[src/rtl/instram_arb_pkg.sv]
// Shared types and constants for the instruction RAM arbiter.
package instram_arb_pkg;

  // Arbiter sequencing state: BUSY means an access was issued last cycle
  // and its acknowledge is due in the current cycle.
  typedef enum logic {
    IDLE = 1'b0,
    BUSY = 1'b1
  } state_e;

  // Requester indices; lower index wins under fixed priority.
  localparam logic PORT_CPU = 1'b0;
  localparam logic PORT_LD  = 1'b1;

  // Data returned for a read outside the implemented RAM.
  localparam logic [7:0] DEF_OOR_DATA = 8'hFF;

endpackage

[src/rtl/instram_arb_pick.sv]
// Eligibility mask and fixed-priority winner select (CPU over loader).
module instram_arb_pick
  import instram_arb_pkg::*;
(
  input  logic [1:0] req,
  input  logic [1:0] acked,
  output logic       valid,
  output logic       win_id
);

  logic [1:0] elig;

  // A port being acknowledged this cycle sits out exactly one cycle.
  always_comb begin
    elig   = req & ~acked;
    valid  = |elig;
    win_id = elig[PORT_CPU] ? PORT_CPU : PORT_LD;
  end

endmodule

[src/rtl/instram_arb.sv]
// Two-requester arbiter/sequencer for the 32 KiB instruction RAM.
// Port 0 is the CPU, port 1 is the boot loader. One access issues per
// cycle; its ack (and read data) comes the following cycle.
// Optional macro INSTRAM_ARB_WP_EN adds CPU write protection (wp_en,
// cpu_err, WP_BASE).
module instram_arb
  import instram_arb_pkg::*;
#(
  parameter int unsigned ADDR_W   = 15,
`ifdef INSTRAM_ARB_WP_EN
  parameter logic [15:0] WP_BASE  = 16'h0000,
`endif
  parameter logic [7:0]  OOR_DATA = DEF_OOR_DATA
) (
  input  logic        clk,
  input  logic        reset,
  input  logic        cpu_req,
  input  logic        cpu_we,
  input  logic [15:0] cpu_addr,
  input  logic [7:0]  cpu_wdata,
  output logic        cpu_ack,
  output logic [7:0]  cpu_rdata,
`ifdef INSTRAM_ARB_WP_EN
  input  logic        wp_en,
  output logic        cpu_err,
`endif
  input  logic        ld_req,
  input  logic        ld_we,
  input  logic [15:0] ld_addr,
  input  logic [7:0]  ld_wdata,
  output logic        ld_ack,
  output logic [7:0]  ld_rdata,
  output logic [15:0] ram_adr,
  output logic [15:0] ram_adr_w,
  output logic        ram_rwn,
  output logic        ram_cs,
  output logic [7:0]  ram_din,
  input  logic [7:0]  ram_dout
);

  state_e      state_q, state_d;
  logic        win_id_q, win_id_d;
  logic        win_we_q, win_we_d;
  logic        win_oor_q, win_oor_d;
  logic [15:0] adr_q, adr_d;
`ifdef INSTRAM_ARB_WP_EN
  logic        win_err_q, win_err_d;
`endif

  logic [1:0]  req_vec;
  logic [1:0]  acked_vec;
  logic        pick_valid;
  logic        pick_id;
  logic        issue;
  logic        sel_we;
  logic [15:0] sel_addr;
  logic [7:0]  sel_wdata;
  logic        sel_oor;
  logic        wp_hit;
  logic        ack_live;
  logic [7:0]  rdata_src;

  assign req_vec = {ld_req, cpu_req};

  // Mask for the port whose access completes this cycle.
  always_comb begin
    acked_vec = 2'b00;
    acked_vec[win_id_q] = (state_q == BUSY);
  end

  instram_arb_pick u_pick (
    .req    (req_vec),
    .acked  (acked_vec),
    .valid  (pick_valid),
    .win_id (pick_id)
  );

  // Winner mux, range/protection decode and RAM-side drive for the issue cycle.
  always_comb begin
    issue     = pick_valid & ~reset;
    sel_we    = (pick_id == PORT_CPU) ? cpu_we    : ld_we;
    sel_addr  = (pick_id == PORT_CPU) ? cpu_addr  : ld_addr;
    sel_wdata = (pick_id == PORT_CPU) ? cpu_wdata : ld_wdata;
    sel_oor   = (sel_addr >> ADDR_W) != 16'd0;
`ifdef INSTRAM_ARB_WP_EN
    // Only CPU writes are protected; the loader must be able to fill everything.
    wp_hit    = (pick_id == PORT_CPU) & cpu_we & wp_en & (cpu_addr >= WP_BASE);
`else
    wp_hit    = 1'b0;
`endif

    ram_adr   = reset ? 16'h0000 : (issue ? sel_addr : adr_q);
    ram_adr_w = ram_adr;
    ram_din   = issue ? sel_wdata : 8'h00;
    ram_rwn   = ~(issue & sel_we);
    ram_cs    = issue & sel_we & ~sel_oor & ~wp_hit;

    state_d   = issue ? BUSY : IDLE;
    win_id_d  = issue ? pick_id : win_id_q;
    win_we_d  = issue & sel_we;
    win_oor_d = issue & sel_oor;
    adr_d     = issue ? sel_addr : adr_q;
`ifdef INSTRAM_ARB_WP_EN
    win_err_d = issue & wp_hit;
`endif
  end

  // Registered winner record; reset drops any in-flight access.
  always_ff @(posedge clk) begin
    if (reset) begin
      state_q   <= IDLE;
      win_id_q  <= PORT_CPU;
      win_we_q  <= 1'b0;
      win_oor_q <= 1'b0;
      adr_q     <= 16'h0000;
`ifdef INSTRAM_ARB_WP_EN
      win_err_q <= 1'b0;
`endif
    end else begin
      state_q   <= state_d;
      win_id_q  <= win_id_d;
      win_we_q  <= win_we_d;
      win_oor_q <= win_oor_d;
      adr_q     <= adr_d;
`ifdef INSTRAM_ARB_WP_EN
      win_err_q <= win_err_d;
`endif
    end
  end

  // Response: ack the registered winner and steer read data to it.
  always_comb begin
    ack_live  = (state_q == BUSY) & ~reset;
    cpu_ack   = ack_live & (win_id_q == PORT_CPU);
    ld_ack    = ack_live & (win_id_q == PORT_LD);
    rdata_src = win_oor_q ? OOR_DATA : ram_dout;
    cpu_rdata = (cpu_ack & ~win_we_q) ? rdata_src : 8'h00;
    ld_rdata  = (ld_ack & ~win_we_q) ? rdata_src : 8'h00;
`ifdef INSTRAM_ARB_WP_EN
    cpu_err   = cpu_ack & win_err_q;
`endif
  end

endmodule

[config.mk]
export PLATFORM = sky130hd
export DESIGN_NAME = instram_arb
export DESIGN_NICKNAME = d
export VERILOG_FILES = /design/src/rtl/instram_arb_pkg.sv /design/src/rtl/instram_arb_pick.sv /design/src/rtl/instram_arb.sv
export SDC_FILE = /design/constraint.sdc
export NUM_CORES = 1
export LEC_CHECK = 0
export ABC_AREA = 1
export BUFFER_PORTS_ARGS = -buffer_cell sky130_fd_sc_hd__buf_2
export CAP_MARGIN = 20
export CORE_UTILIZATION = 37
export CTS_BUF_LIST = sky130_fd_sc_hd__clkbuf_16
export CTS_CLUSTER_DIAMETER = 30
export DETAILED_ROUTE_END_ITERATION = 8
export MAX_ROUTING_LAYER = met4
export PLACE_DENSITY = 0.89
export SYNTH_ARGS = -nofsm -noshare
export SYNTH_HDL_FRONTEND = slang
export SYNTH_HIERARCHICAL = 1
export SYNTH_SLANG_ARGS = --single-unit
[constraint.sdc]
create_clock -name clk -period 1.8 [get_ports clk]
set_input_delay 0.09 -clock clk [delete_from_list [all_inputs] [get_ports clk]]
set_output_delay 0.09 -clock clk [all_outputs]
set_load 0.1 [all_outputs]
==> results.tsv, run 1 <==
metric	value	unit
site row count	21	
cell taking the most area after synthesis	dfxtp_1	
largest cells by area after synthesis	dfxtp_1, nand2_1, a21oi_1	
step where the flow halted	clock tree synthesis	
Err	[ERROR DPL-0038] Utilization greater than 100%, impossible to legalize	
mean post-synth cell area	6.09	um2
RD Place Congestion	0.765	
cells resized by post-CTS repair	37	
Synth Register Bits	20	
H-tree depth	1	
sequential share of the synthesized area	0.302	
Initial Util	0.392	
DP HPWL	4820	um
Die H	61.9	um
syn nets	280	
Cells after Synth	218	
CTS root buf	clkbuf_16	
Max Buffers Root-to-Sink	2	
post-CTS setup buffers	11	
Synth top area share	0.302	
Hold-fix buffers, CTS	0	
Die W	61.9	um
total CTS buffers	3	
Post-Syn Area	0.00133	mm2
DP Worst Slack	0.0109	ns
IO Port Bufs	121	
Distinct cells, synth	19	
IO Count	122	
outcome	did not finish	
Ys Warns	6	
clock sinks	20	
-- per-stage QoR --
step	TNS, ns	area [um2]	cells	util
floorplan	-8.94	2070	218	-
global placement	0	3130	366	0.922
detailed placement	0	3130	366	0.922
-- synthesized netlist by cell type --
| cell type | instances |
|---|---|
| a21oi_1 | 38 |
| a21oi_2 | 2 |
| buf_2 | 3 |
| buf_4 | 18 |
| buf_6 | 2 |
| buf_8 | 1 |
| clkbuf_1 | 2 |
| dfxtp_1 | 20 |
| inv_1 | 17 |
| inv_2 | 1 |
| inv_6 | 2 |
| nand2_1 | 99 |
| nand2_2 | 2 |
| nand2_4 | 1 |
| nand3_1 | 2 |
| nor2_1 | 5 |
| nor3_1 | 1 |
| o21ai_0 | 1 |
| o21ai_1 | 1 |
-- cell families after synthesis --
kind of cell,Yosys count,synth area share
buf+inv,46,0.211
compound gates,42,0.164
simple gates,110,0.323
flops,20,0.302
==> run 2, diff against run 1 <==
Settings changed: CORE_UTILIZATION 37 to 30, CTS_BUF_LIST sky130_fd_sc_hd__clkbuf_16 to not set, CTS_CLUSTER_DIAMETER 30 to not set, MAX_ROUTING_LAYER met4 to not set, PLACE_DENSITY 0.89 to not set, PLACE_DENSITY_LB_ADDON set to 0.15.
==> results.tsv, run 2 <==
metric	value	unit
HP Start	ld_we	
via count	1860	
nets	399	
synth cell count leaders	nand2_1, a21oi_1, dfxtp_1	
RD Place Congestion	0.684	
Synth-to-Final Area Change	162	%
slew margin rel.	0.514	
RR Startpoint	state_q	
share of cells above drive strength 1	0.708	
vias in the first global route	1770	
Final WS setup	-0.0783	ns
IO Port Bufs	121	
Ys Warns	6	
clk_lat worst skew	0.26	ns
first-pass GRT wire length	8120	um
Ant. Diodes	0	
placed cells	369	
mean post-synth cell area	6.09	um2
Reg2Reg Depth	11	
Finished Layout Cells	386	
site row count	23	
design area	0.00348	mm2
GRT Util Overall	0.238	
Crit Path Category	flop to output pin	
CTS root buf	clkbuf_8	
Overflow after GRT	0	
WP data required	1.71	ns
Setup crit end kind	output pin	
Hold Path End	win_we_q	
Final TNS setup	-1.72	ns
register area	405	um2
CP max FO	8	
Worst Tran Pin Value	0.728	ns
cell taking the most area after synthesis	dfxtp_1	
total CTS buffers	3	
post-DR vias/cell	4.82	
Worst Hold Class	input port to flop	
count leader, synth	nand2_1	
commonest non-fill, non-tap cells in the layout	buf_2, nand2_1, buf_12	
largest cells by area after synthesis	dfxtp_1, nand2_1, a21oi_1	
sequential share of the synthesized area	0.302	
Die H	68.5	um
PD cells	659	mW/mm2
Cells after Synth	218	
H-tree depth	1	
max-slew violations	0	
DP HPWL	3920	um
largest net degree at the start of global routing	27	
Synth Flop Type	dfxtp_1	
Multi-input gate area	0.00127	mm2
failing checks	setup timing	
r2r endpoint	adr_q[10]	
Max Buffers Root-to-Sink	2	
Core Footprint	0.00412	mm2
post-synthesis async set-or-reset flop share	0	
Die W	68.5	um
Arr. time, crit path	1.79	ns
Startpoint Class	flop	
DRT Pass-1 Iters	4	
Reg clk slew, reported paths	0.08	ns
hold depth	3	
Post-DRT Antenna Nets	0	
# DRC	0	
Post-Syn Area	0.00133	mm2
filler cell count	240	
Area after DPL	0.00312	mm2
fmax	0.532	GHz
Final Hold Viols	0	
RSZ-0062 raised after global routing	yes	
TritonCTS clock tree	yes	
largest reg by FF count	adr_q	
outcome	finished, violations left	
IO Count	122	
1st-iter DRT viols	25	
max FFs per register	16	
Distinct cells, synth	19	
post-route clock period utilization	1.04	
Initial Util	0.323	
commonest non-fill, non-tap cell in the layout	buf_2	
Hold-fix buffers, CTS	0	
endpoints failing setup	41	
Routed WL per cell	14.7	um
syn nets	280	
Die ar.	0.00469	mm2
Synth Register Bits	20	
Period minus WS final	1.88	ns
Synth top area share	0.302	
initial antenna violation count	0	
R2R Setup Slk	0.21	ns
total wire length	5660	um
Peak VDD IR	632	uV
DP Worst Slack	0.0865	ns
WHS	0.0994	ns
clock sinks	20	
P_leak	1.58	nW
Worst Skew	0.00740	ns
EDFF count, synth	0	
max cap viols	0	
[run 2: cell counts after synthesis]
Identical to the previous run, type by type.
[run 2: cells by family after synthesis]
kind of cell           count (synthesis)  share of synthesized area
AND/OR/NAND/NOR                      110                      0.323
buffers and inverters                 46                      0.211
AO/OA/AOI/OAI                         42                      0.164
flip-flops                            20                      0.302
[run 2: power breakdown]
part | internal (W) | switching (W)
logic | 0.000446 | 0.000911
registers | 0.000471 | 0.0000147
clock network | 0.000297 | 0.000155
total | 0.00121 | 0.00108
[run 2: cell type report]
type,instances,share of cell area
clock buffers,3,0.0119
multi-input cells,152,0.365
flip-flops and latches,20,0.117
clock inverters,1,0.00863
repair buffers,138,0.439
inverters,20,0.0334
repair inverters,2,0.00791
well taps,50,0.0180
[run 2: worst max-delay path: stages (launching register included)]
cell,delay [ns]
dfxtp_2,0.35
inv_2,0.06
nor2_2,0.04
inv_2,0.09
nand2_8,0.10
nand2_8,0.12
nand2_8,0.14
inv_12,0.13
nand2_4,0.06
a21oi_4,0.22
buf_12,0.21
[run 2: how the worst max path moves through the flow]
stage | from | endpoint | slack [ns] | cells past startpoint
after floorplan | win_oor_q | cpu_rdata[2] | -0.62 | 3
after global placement | state_q | ram_adr_w[2] | 0.15 | 9
after detailed placement | state_q | ram_adr[9] | 0.09 | 9
after CTS | state_q | ram_adr[9] | -0.06 | 10
after global routing | state_q | ram_adr_w[6] | -0.14 | 10
final | state_q | ram_adr[9] | -0.08 | 10
[run 2: through the flow]
step	utilization	power [W]
after floorplan	-	0.00145
after global routing	0.846	0.00238
after detailed placement	0.759	0.00174
final	0.846	0.00229
after CTS	0.826	0.00227
after global placement	0.759	0.00173
[run 2: metal layers]
layer	vias to the layer above	wire length (um)	GRT usage
met5	-	0	0
met4	0	198	0.122
met3	20	389	0.0609
met2	81	3220	0.456
met1	861	1850	0.230
li1	898	-	-
[run 2: what timing repair did]
item / CTS / global route
pin swaps: 29 / 8
gates resized for setup: 36 / 26
setup endpoints to repair: 34 / 50
gates cloned: 2 / 0
buffers inserted: 8 / 3
(Power assumes the default switching activity.)
==> run 3, diff against run 2 <==
Settings changed: HOLD_SLACK_MARGIN set to 0.12, REMOVE_ABC_BUFFERS set to 1.
==> results.tsv, run 3 (synthesized netlist as in run 2, its figures left out) <==
metric	value	unit
Setup crit end kind	output pin	
critical-path cell list	inv_2 -> nor2_4 -> inv_2 -> nand2_4 -> buf_6 -> buf_8 -> nand2_2 -> nand2_1 -> nand2_1 -> a21oi_2 -> buf_6 -> buf_12	
RSZ-0062 raised after global routing	yes	
Worst Tran Pin Value	0.644	ns
Reg clk slew, reported paths	0.08	ns
commonest non-fill, non-tap cells in the layout	buf_2, buf_12, nand2_1	
IO Count	122	
Core Footprint	0.00412	mm2
Final WS setup	-0.282	ns
Arr. time, crit path	1.99	ns
DP HPWL	3420	um
Period minus WS final	2.08	ns
max FFs per register	16	
H-tree depth	1	
hold depth	5	
CP Depth	12	
Ant. Diodes	0	
Sw Pwr	0.00112	W
WP data required	1.71	ns
Initial Util	0.323	
1st-iter DRT viols	73	
Synth-to-Final Area Change	178	%
post-route clock period utilization	1.16	
CP max FO	6	
Final Hold Viols	0	
total CTS buffers	3	
TritonCTS clock tree	yes	
WP buf/inv	6	
post-DR vias/cell	5.08	
via count	2083	
Die W	68.5	um
Post-DRT Antenna Nets	0	
endpoints failing setup	43	
Worst Hold Class	input port to flop	
slew margin rel.	0.570	
Clk pwr share	0.186	
Reg power frac	0.202	
IO Port Bufs	121	
DRT Pass-1 Iters	4	
filler cell count	148	
site row count	23	
combinational share of power	0.612	
slowest cell delay on critical path	0.35	ns
commonest non-fill, non-tap cell in the layout	buf_2	
cell internal pwr	0.00131	W
Startpoint Class	flop	
initial antenna violation count	0	
first-pass GRT wire length	8670	um
clk_lat worst skew	0.26	ns
Switching Fraction	0.460	
nets	423	
Peak VDD IR	646	uV
Reg2Reg Depth	13	
total wire length	7700	um
failing checks	setup timing	
GRT Util Overall	0.256	
vias in the first global route	1812	
Worst Skew	0.00385	ns
# DRC	0	
fmax	0.480	GHz
share of cells above drive strength 1	0.739	
max-slew violations	0	
Die ar.	0.00469	mm2
Routed WL per cell	18.8	um
Die H	68.5	um
RD Place Congestion	0.747	
PD cells	658	mW/mm2
Overflow after GRT	0	
CTS root buf	clkbuf_8	
clock sinks	20	
P_leak	1.81	nW
slowest cell on the critical path	dfxtp_2	
max cap viols	0	
Max Buffers Root-to-Sink	2	
Crit Path Category	flop to output pin	
largest reg by FF count	adr_q	
total power draw	0.00243	W
Final TNS setup	-8.51	ns
largest net degree at the start of global routing	19	
CP delay by family, top	buffers and inverters	
outcome	finished, violations left	
[run 3: layout make-up]
cell class              count  area [um2]  share of cell area
inverters                  20         103              0.0278
flip-flops and latches     20         405               0.110
multi-input cells         152        1120               0.304
repair buffers            162        1900               0.515
clock buffers               3        41.3              0.0112
repair inverters            2        25.0             0.00678
clock inverters             1        30.0             0.00813
well taps                  50        62.6              0.0169
[run 3: worst reg2reg max path, delay by kind of cell (launching register included)]
kind | cells | cell delay [ns]
flip-flops | 1 | 0.35
buffers and inverters | 7 | 0.72
AND/OR/NAND/NOR | 6 | 0.57
[run 3: worst paths after layout]
| check | slack (ns) | endpoint | start |
|---|---|---|---|
| worst min-delay path | 0.25 | win_oor_q | cpu_addr[15] |
| worst max-delay path | -0.28 | ram_adr[14] | state_q |
| worst min register to register | 0.52 | adr_q[13] | adr_q[13] |
| worst max register to register | 0.07 | adr_q[15] | state_q |
[run 3: timing repair]
action / in CTS / in global routing
resized for setup: 80 / 122
setup buffers: 13 / 6
hold buffers: 0 / 0
cloned: 4 / 0
pin swaps: 5 / 37
endpoints found under the setup margin: 50 / 49
[run 3: power groups by stage]
stage / combinational [W] / clock, W / sequential [W]
after floorplan: 0.000675 / 0 / 0.000489
after global placement: 0.00112 / 0 / 0.000489
after detailed placement: 0.00112 / 0 / 0.000490
after CTS: 0.00130 / 0.000454 / 0.000487
after global routing: 0.00153 / 0.000479 / 0.000493
final: 0.00149 / 0.000451 / 0.000491
[run 3: layer usage]
metal | part of all wire | global-route usage | routed length (um) | vias to the layer above
li1 | - | - | - | 943
met5 | 0 | 0 | 0 | -
met3 | 0.074 | 0.0609 | 566 | 39
met4 | 0.053 | 0.115 | 408 | 0
met2 | 0.52 | 0.457 | 4030 | 126
met1 | 0.35 | 0.284 | 2690 | 975
[run 3: metrics by stage]
step | hold slack, ns | cells | utilization | instance area, um2 | setup slack (ns)
global placement | 0.429 | 385 | 0.663 | 2730 | 0.187
floorplan | 0.252 | 192 | - | 1130 | -2.85
finish | 0.246 | 410 | 0.897 | 3690 | -0.282
global route | 0.235 | 410 | 0.897 | 3690 | -0.350
detailed placement | 0.431 | 385 | 0.663 | 2730 | 0.0876
CTS | 0.182 | 406 | 0.795 | 3270 | -0.0826
